===== config.mk =====
export PLATFORM = sky130hd
export DESIGN_NAME = ped_button_conditioner
export DESIGN_NICKNAME = d
export VERILOG_FILES = /design/src/rtl/ped_button_conditioner.sv
export SDC_FILE = /design/constraint.sdc
export NUM_CORES = 1
export LEC_CHECK = 0
export ABC_AREA = 1
export CAP_MARGIN = 20
export CORE_MARGIN = 5
export CORE_UTILIZATION = 60
export CTS_CLUSTER_DIAMETER = 150
export DETAILED_ROUTE_END_ITERATION = 8
export DONT_BUFFER_PORTS = 1
export MAX_ROUTING_LAYER = met4
export PLACE_DENSITY = 0.76
export SLEW_MARGIN = 20
export SYNTH_ARGS = -nofsm -noshare
export SYNTH_HDL_FRONTEND = slang
export SYNTH_SLANG_ARGS = --single-unit

===== constraint.sdc =====
create_clock -name clk -period 1.77 [get_ports clk]
set_clock_uncertainty 0.15 [all_clocks]
set_input_delay 0.177 -clock clk [delete_from_list [all_inputs] [get_ports clk]]
set_output_delay 0.177 -clock clk [all_outputs]
set_load 0.01 [all_outputs]

===== src/rtl/ped_button_conditioner.sv =====
// Pedestrian push-button conditioner.
// Synchronises and debounces the raw button and turns each accepted press into
// a one-cycle pdst pulse. The request then stays pending until the light shows
// red, and a cooldown window follows during which further presses are ignored.
//
// state    | meaning
// IDLE     | waiting for a debounced press
// PENDING  | request issued, waiting for red on the light
// COOLDOWN | request served, presses ignored until the counter expires
module ped_button_conditioner #(
    parameter int DEBOUNCE_CYCLES = 4,
    parameter int COOLDOWN_CYCLES = 16,
    parameter int CNT_W           = 8
) (
    input  logic       clk,
    input  logic       rst,
    input  logic       btn_raw,
    input  logic [2:0] light,
    output logic       pdst,
    output logic       req_pending,
    output logic       cooldown
);

    typedef enum logic [1:0] {
        IDLE     = 2'd0,
        PENDING  = 2'd1,
        COOLDOWN = 2'd2
    } state_t;

    localparam logic [CNT_W-1:0] DB_LAST  = CNT_W'(DEBOUNCE_CYCLES - 1);
    localparam logic [CNT_W-1:0] CD_LAST  = CNT_W'(COOLDOWN_CYCLES - 1);
    localparam logic [2:0]       LIGHT_RED = 3'b100;

    logic             s1_q, s1_d;
    logic             s2_q, s2_d;
    logic             db_state_q, db_state_d;
    logic             db_prev_q, db_prev_d;
    logic [CNT_W-1:0] db_cnt_q, db_cnt_d;
    logic [CNT_W-1:0] cd_cnt_q, cd_cnt_d;
    state_t           state_q, state_d;
    logic             pdst_q, pdst_d;
    logic             req_pending_q, req_pending_d;
    logic             cooldown_q, cooldown_d;
    logic             press;

    // Two-flop synchroniser and debounce: state flips only after s2 has
    // disagreed with it for DEBOUNCE_CYCLES consecutive cycles.
    always_comb begin
        s1_d       = btn_raw;
        s2_d       = s1_q;
        db_prev_d  = db_state_q;
        db_state_d = db_state_q;
        db_cnt_d   = '0;
        if (s2_q != db_state_q) begin
            if (db_cnt_q == DB_LAST) begin
                db_state_d = s2_q;
                db_cnt_d   = '0;
            end else begin
                db_cnt_d = db_cnt_q + 1'b1;
            end
        end
    end

    // Only the rising edge of the debounced state is a press.
    assign press = db_state_q & ~db_prev_q;

    // Request FSM next-state and registered-output computation.
    always_comb begin
        state_d  = state_q;
        pdst_d   = 1'b0;
        cd_cnt_d = cd_cnt_q;
        unique case (state_q)
            IDLE: begin
                if (press) begin
                    state_d = PENDING;
                    pdst_d  = 1'b1;
                end
            end
            PENDING: begin
                // Red is only honoured after the pulse cycle itself.
                if (!pdst_q && (light == LIGHT_RED)) begin
                    state_d  = COOLDOWN;
                    cd_cnt_d = '0;
                end
            end
            COOLDOWN: begin
                if (cd_cnt_q == CD_LAST) begin
                    state_d  = IDLE;
                    cd_cnt_d = '0;
                end else begin
                    cd_cnt_d = cd_cnt_q + 1'b1;
                end
            end
            default: begin
                state_d  = IDLE;
                cd_cnt_d = '0;
            end
        endcase
        req_pending_d = (state_d == PENDING);
        cooldown_d    = (state_d == COOLDOWN);
    end

    // All state registers; synchronous reset wins over everything.
    always_ff @(posedge clk) begin
        if (rst) begin
            s1_q          <= 1'b0;
            s2_q          <= 1'b0;
            db_state_q    <= 1'b0;
            db_prev_q     <= 1'b0;
            db_cnt_q      <= '0;
            cd_cnt_q      <= '0;
            state_q       <= IDLE;
            pdst_q        <= 1'b0;
            req_pending_q <= 1'b0;
            cooldown_q    <= 1'b0;
        end else begin
            s1_q          <= s1_d;
            s2_q          <= s2_d;
            db_state_q    <= db_state_d;
            db_prev_q     <= db_prev_d;
            db_cnt_q      <= db_cnt_d;
            cd_cnt_q      <= cd_cnt_d;
            state_q       <= state_d;
            pdst_q        <= pdst_d;
            req_pending_q <= req_pending_d;
            cooldown_q    <= cooldown_d;
        end
    end

    assign pdst        = pdst_q;
    assign req_pending = req_pending_q;
    assign cooldown    = cooldown_q;

endmodule


## After elaboration in Yosys (flattened, before gate mapping)

Cells that the tools add are included.

- Add/sub/neg operators: 2
- Eq/ne operators: 9
- Mux-type cells: 8
- Bitwise operators: 4
- Reductions and logical operators: 7

Operators by type and width:

| operator | count |
|---|---|
| 8-bit case mux with 3 select lines | 1 |
| 8-bit by 1-bit adder with 8-bit output, second input constant | 2 |
| 8-bit 2-to-1 mux | 2 |
| 8-bit by 2-bit == test with 1-bit output, second input constant | 1 |
| 8-bit by 4-bit == test with 1-bit output, second input constant | 1 |
| 2-bit 2-to-1 mux | 3 |
| 2-bit case mux with 3 select lines | 1 |
| 2-bit by 1-bit == test with 1-bit output, second input constant | 2 |
| 2-bit == test, second input constant | 2 |
| 2-bit AND reduction | 2 |
| 3-bit == test, second input constant | 1 |
| 1-bit inverter | 3 |
| 3-bit OR reduction | 1 |
| 2-bit zero test | 1 |
| 2-bit != test, second input constant | 1 |
| 2-bit OR reduction | 1 |
| 1-bit bitwise AND | 1 |
| 1-bit logical AND | 1 |
| 1-bit zero test | 1 |
| 1-bit 2-to-1 mux | 1 |
| 1-bit != test | 1 |

- Register bits after elaboration: 25
- Input bits: 6
- Output and inout bits: 3
- Word-level logic and storage cells: 40

## Longest topological paths before layout

- Depth in word-level cells: 5
- Depth in mapped cells: 9
- Depth with buffers taken out: 9

## Least setup slack after synthesis

No wires, ideal clock.

- Kind: register to register
- From: register cd_cnt_q[0]
- To: register cd_cnt_q[6]
- Setup time: 0.110 ns
- Data arrival time: 1.020 ns
- Required time: 1.510 ns
- Slack: 0.489 ns
- Stages on the path, launching flop included: 9
- Buffers on the path: 0
- Clock period less this slack: 1.281 ns
- Cells stage by stage: dfxtp_1 > ha_1 > nand3_1 > inv_1 > nand3_1 > nand2_1 > nand2_1 > nand2_1 > nor2_2

- Longest elaborated chain between the ends: 3
- Elaborated cells on any way between the ends: 4
- Those cells by class: add/sub (1); eq/ne (1); mux (2)

RTL lines:

| item | RTL line | text |
|---|---|---|
| start, declared | 39 | `logic [CNT_W-1:0] cd_cnt_q, cd_cnt_d;` |
| start signal, assigned | 122 | `cd_cnt_q <= cd_cnt_d;` |
| 8-bit by 1-bit adder with 8-bit output or 8-bit by 4-bit == test with 1-bit output (tied branches) | 91, 87 |  |
| 8-bit 2-to-1 mux (*) | 87 | `if (cd_cnt_q == CD_LAST) begin` |
| 8-bit case mux with 3 select lines (*) | 72 | `unique case (state_q)` |

Every way passes the cells marked *; elsewhere a longest branch is shown, timed or not.
A chain may end at the register's enable or synchronous reset.

## Final worst setup path

- From: input light[1]
- To: register cooldown_q, in the netlist cooldown

- Longest elaborated chain between the ends: 5

RTL lines:

| item | RTL line | text |
|---|---|---|
| start, declared | 18 | `input logic [2:0] light,` |
| 3-bit == test | 81 | `if (!pdst_q && (light == LIGHT_RED)) begin` |
| 1-bit logical AND | 81 |  |
| 2-bit 2-to-1 mux | 81 |  |
| 2-bit case mux with 3 select lines | 72 |  |
| 2-bit == test | 100 | `cooldown_d = (state_d == COOLDOWN);` |
| end signal, assigned | 126 | `cooldown_q <= cooldown_d;` |
| end, declared | 43 | `logic cooldown_q, cooldown_d;` |

Every way passes these cells.

==> results.json <==
{
  "status": "finished, final reports clean",
  "slew_viol_final": 0,
  "numClockSinks": 25,
  "p_per_area_mw_per_mm2": 677.9,
  "io_pins": 9,
  "cp.required_ns": 1.88,
  "final_cell_mix": "nand2_1, dfxtp_1, inv_1, nand3_1, nor2_1",
  "wire_per_inst_um": 12.01,
  "grt_pass1_vias": 944,
  "clock_latency_ns": 0.32,
  "clk_path_buf_depth": 2,
  "cp.arrival_ns": 1.76,
  "cp_max_fo": 2,
  "yosysWarnings": 0,
  "final_area_mm2": 0.001264,
  "grt_pass1_wl_um": 4029,
  "syn2layout_area_growth_pct": 9.071,
  "synthesis.area_mm2": 0.001159,
  "antenna_found_initial": 0,
  "core_area_mm2": 0.001783,
  "place_worst_setup_slack_ns": 0.3261,
  "fp-row-count": 15,
  "cp-start-kind": "input pin",
  "port_buffers": 0,
  "worstMarginPinSlew_ns": 0.5828,
  "ant_nets": 0,
  "final_nets": 175,
  "synth_fp_nets": 167,
  "grt_max_degree": 16,
  "die_y_um": 53.95,
  "vias": 1018,
  "grt_util_all_layers_pct": 19.80,
  "hpwl_um": 1732,
  "gp_congestion": 0.7670,
  "ys_ff_latch": 25,
  "dpl_cell_area_mm2": 0.001181,
  "antenna_cells": 0,
  "cp-end-kind": "flop",
  "start_util_pct": 64.98,
  "clk_pin_slew_ns": 0.14,
  "drcViolationCount": 0,
  "p_total_uw": 856.6,
  "rsz0062_at_grt": "false",
  "worst_slack_ns": 0.1177,
  "dr.pass1.iters": 4,
  "maxCapViolations": 0,
  "critPathKind": "input pin to flop",
  "dr.first_iter.drc_count": 15,
  "final_hold_viol_count": 0,
  "syn_inst": 159,
  "vdd_drop_max_mv": 0.5578,
  "hold_ws_ns": 0.1420,
  "cts-root-buf": "clkbuf_4",
  "finalSetupTns_ns": 0,
  "finalCriticalPeriod_ns": 1.652,
  "vias_per_cell": 5.330,
  "cts_buffers": 3,
  "hold_class": "input pin to flop",
  "fin_crit_sh_pct": 93.35,
  "setup_viol": 0,
  "fillers": 158,
  "synth_area_per_cell_um2": 7.287,
  "slew_headroom_pct": 61.15,
  "cts_setup_buffers": 0,
  "final_common_cell": "nand2_1",
  "drive_gt1_share_pct": 9.639,
  "cts_max_level": 1,
  "die_w_um": 53.95,
  "grt_overflow_total": 0,
  "routed_wl_um": 2293,
  "die_area_mm2": 0.002910,
  "cts_tree": "built",
  "power_leakage_nw": 0.4732,
  "timing.fmax_mhz": 605.2,
  "seq_area_frac_synth_pct": 43.20,
  "synth_cell_types": 23
}
## worst paths after layout
check	cells after the start	startpoint	slack [ns]	end
max reg2reg	8	cd_cnt_q[0]	0.31	cd_cnt_q[6]
min	5	light[2]	0.14	cd_cnt_q[2]
min reg2reg	2	s1_q	0.27	s2_q
max	5	light[1]	0.12	cooldown
## cell usage after synthesis
library cell | number | share of area [%]
a21oi_1 | 14 | 6.0
and3_1 | 1 | 0.54
clkbuf_1 | 1 | 0.32
clkbuf_2 | 1 | 0.43
dfxtp_1 | 25 | 43
ha_1 | 2 | 2.2
inv_1 | 21 | 6.8
inv_2 | 1 | 0.32
nand2_1 | 27 | 8.7
nand2_2 | 2 | 1.1
nand2_4 | 1 | 0.97
nand3_1 | 21 | 9.1
nand3_4 | 1 | 1.5
nand4_1 | 4 | 2.2
nor2_1 | 18 | 5.8
nor2_2 | 3 | 1.6
nor2_4 | 2 | 1.9
nor3_1 | 5 | 2.2
nor4_1 | 1 | 0.54
o21ai_0 | 4 | 1.7
o21ai_2 | 1 | 0.76
or2_2 | 1 | 0.54
xor2_1 | 2 | 1.5
## flip-flops by register name (all words and copies together), names as in the netlist
signal	count
db_cnt_q	8
state_q	2
req_pending	1
cd_cnt_q	8
s2_q	1
cooldown	1
s1_q	1
db_prev_d	1
db_prev_q	1
pdst	1
## final cells by class
type | count | area, um2 | share of cell area (%)
Tap cell | 25 | 31.28 | 2.475
Clock inverter | 1 | 7.507 | 0.5941
Inverter | 22 | 82.58 | 6.535
Multi-Input combinational cell | 110 | 566.8 | 44.85
Timing Repair Buffer | 5 | 52.55 | 4.158
Clock buffer | 3 | 22.52 | 1.782
Sequential cell | 25 | 500.5 | 39.60
## layer usage
layer  wire length (um)  track usage [%]  part of all wire (%)
met1               1048            22.88                    46
met4                 35            8.085                   1.5
met5                  0                -                     0
met2               1104            33.47                    48
met3                105            3.601                   4.6
## metrics by stage
step	std cells	utilization (%)
after floorplan	159	-
after global placement	182	66.25
after detailed placement	182	66.25
after CTS	191	70.74
after global routing	191	70.88
final	191	70.88
## worst max-delay path, stage by stage
cell	delay, ns
dlygate4sd3_1	0.56
nor2_2	0.19
dlygate4sd3_1	0.58
nand4_1	0.10
a21oi_1	0.16
## where the power goes
group	internal [mW]	leakage (nW)	switching, mW
sequential	0.566	0.202	0.00144
combinational	0.0112	0.257	0.0155
clock	0.0864	0.0139	0.176
total	0.663	0.473	0.193
## logic make-up after synthesis
family | count (synthesis) | share of synthesized area [%]
and+or+nand+nor | 87 | 36.72
DFF | 25 | 43.20
buffers and inverters | 24 | 7.883
AOI/OAI and AO/OA | 19 | 8.532
xor gates and xnor gates | 2 | 1.512
adders and majority gates | 2 | 2.159
## timing repair
action | CTS | global route
endpoints found under the hold margin | 17 | 0
hold buffers | 5 | 0
endpoints found under the setup margin | 0 | 5
gates resized for setup | 0 | 1
(Power assumes the default switching activity.)
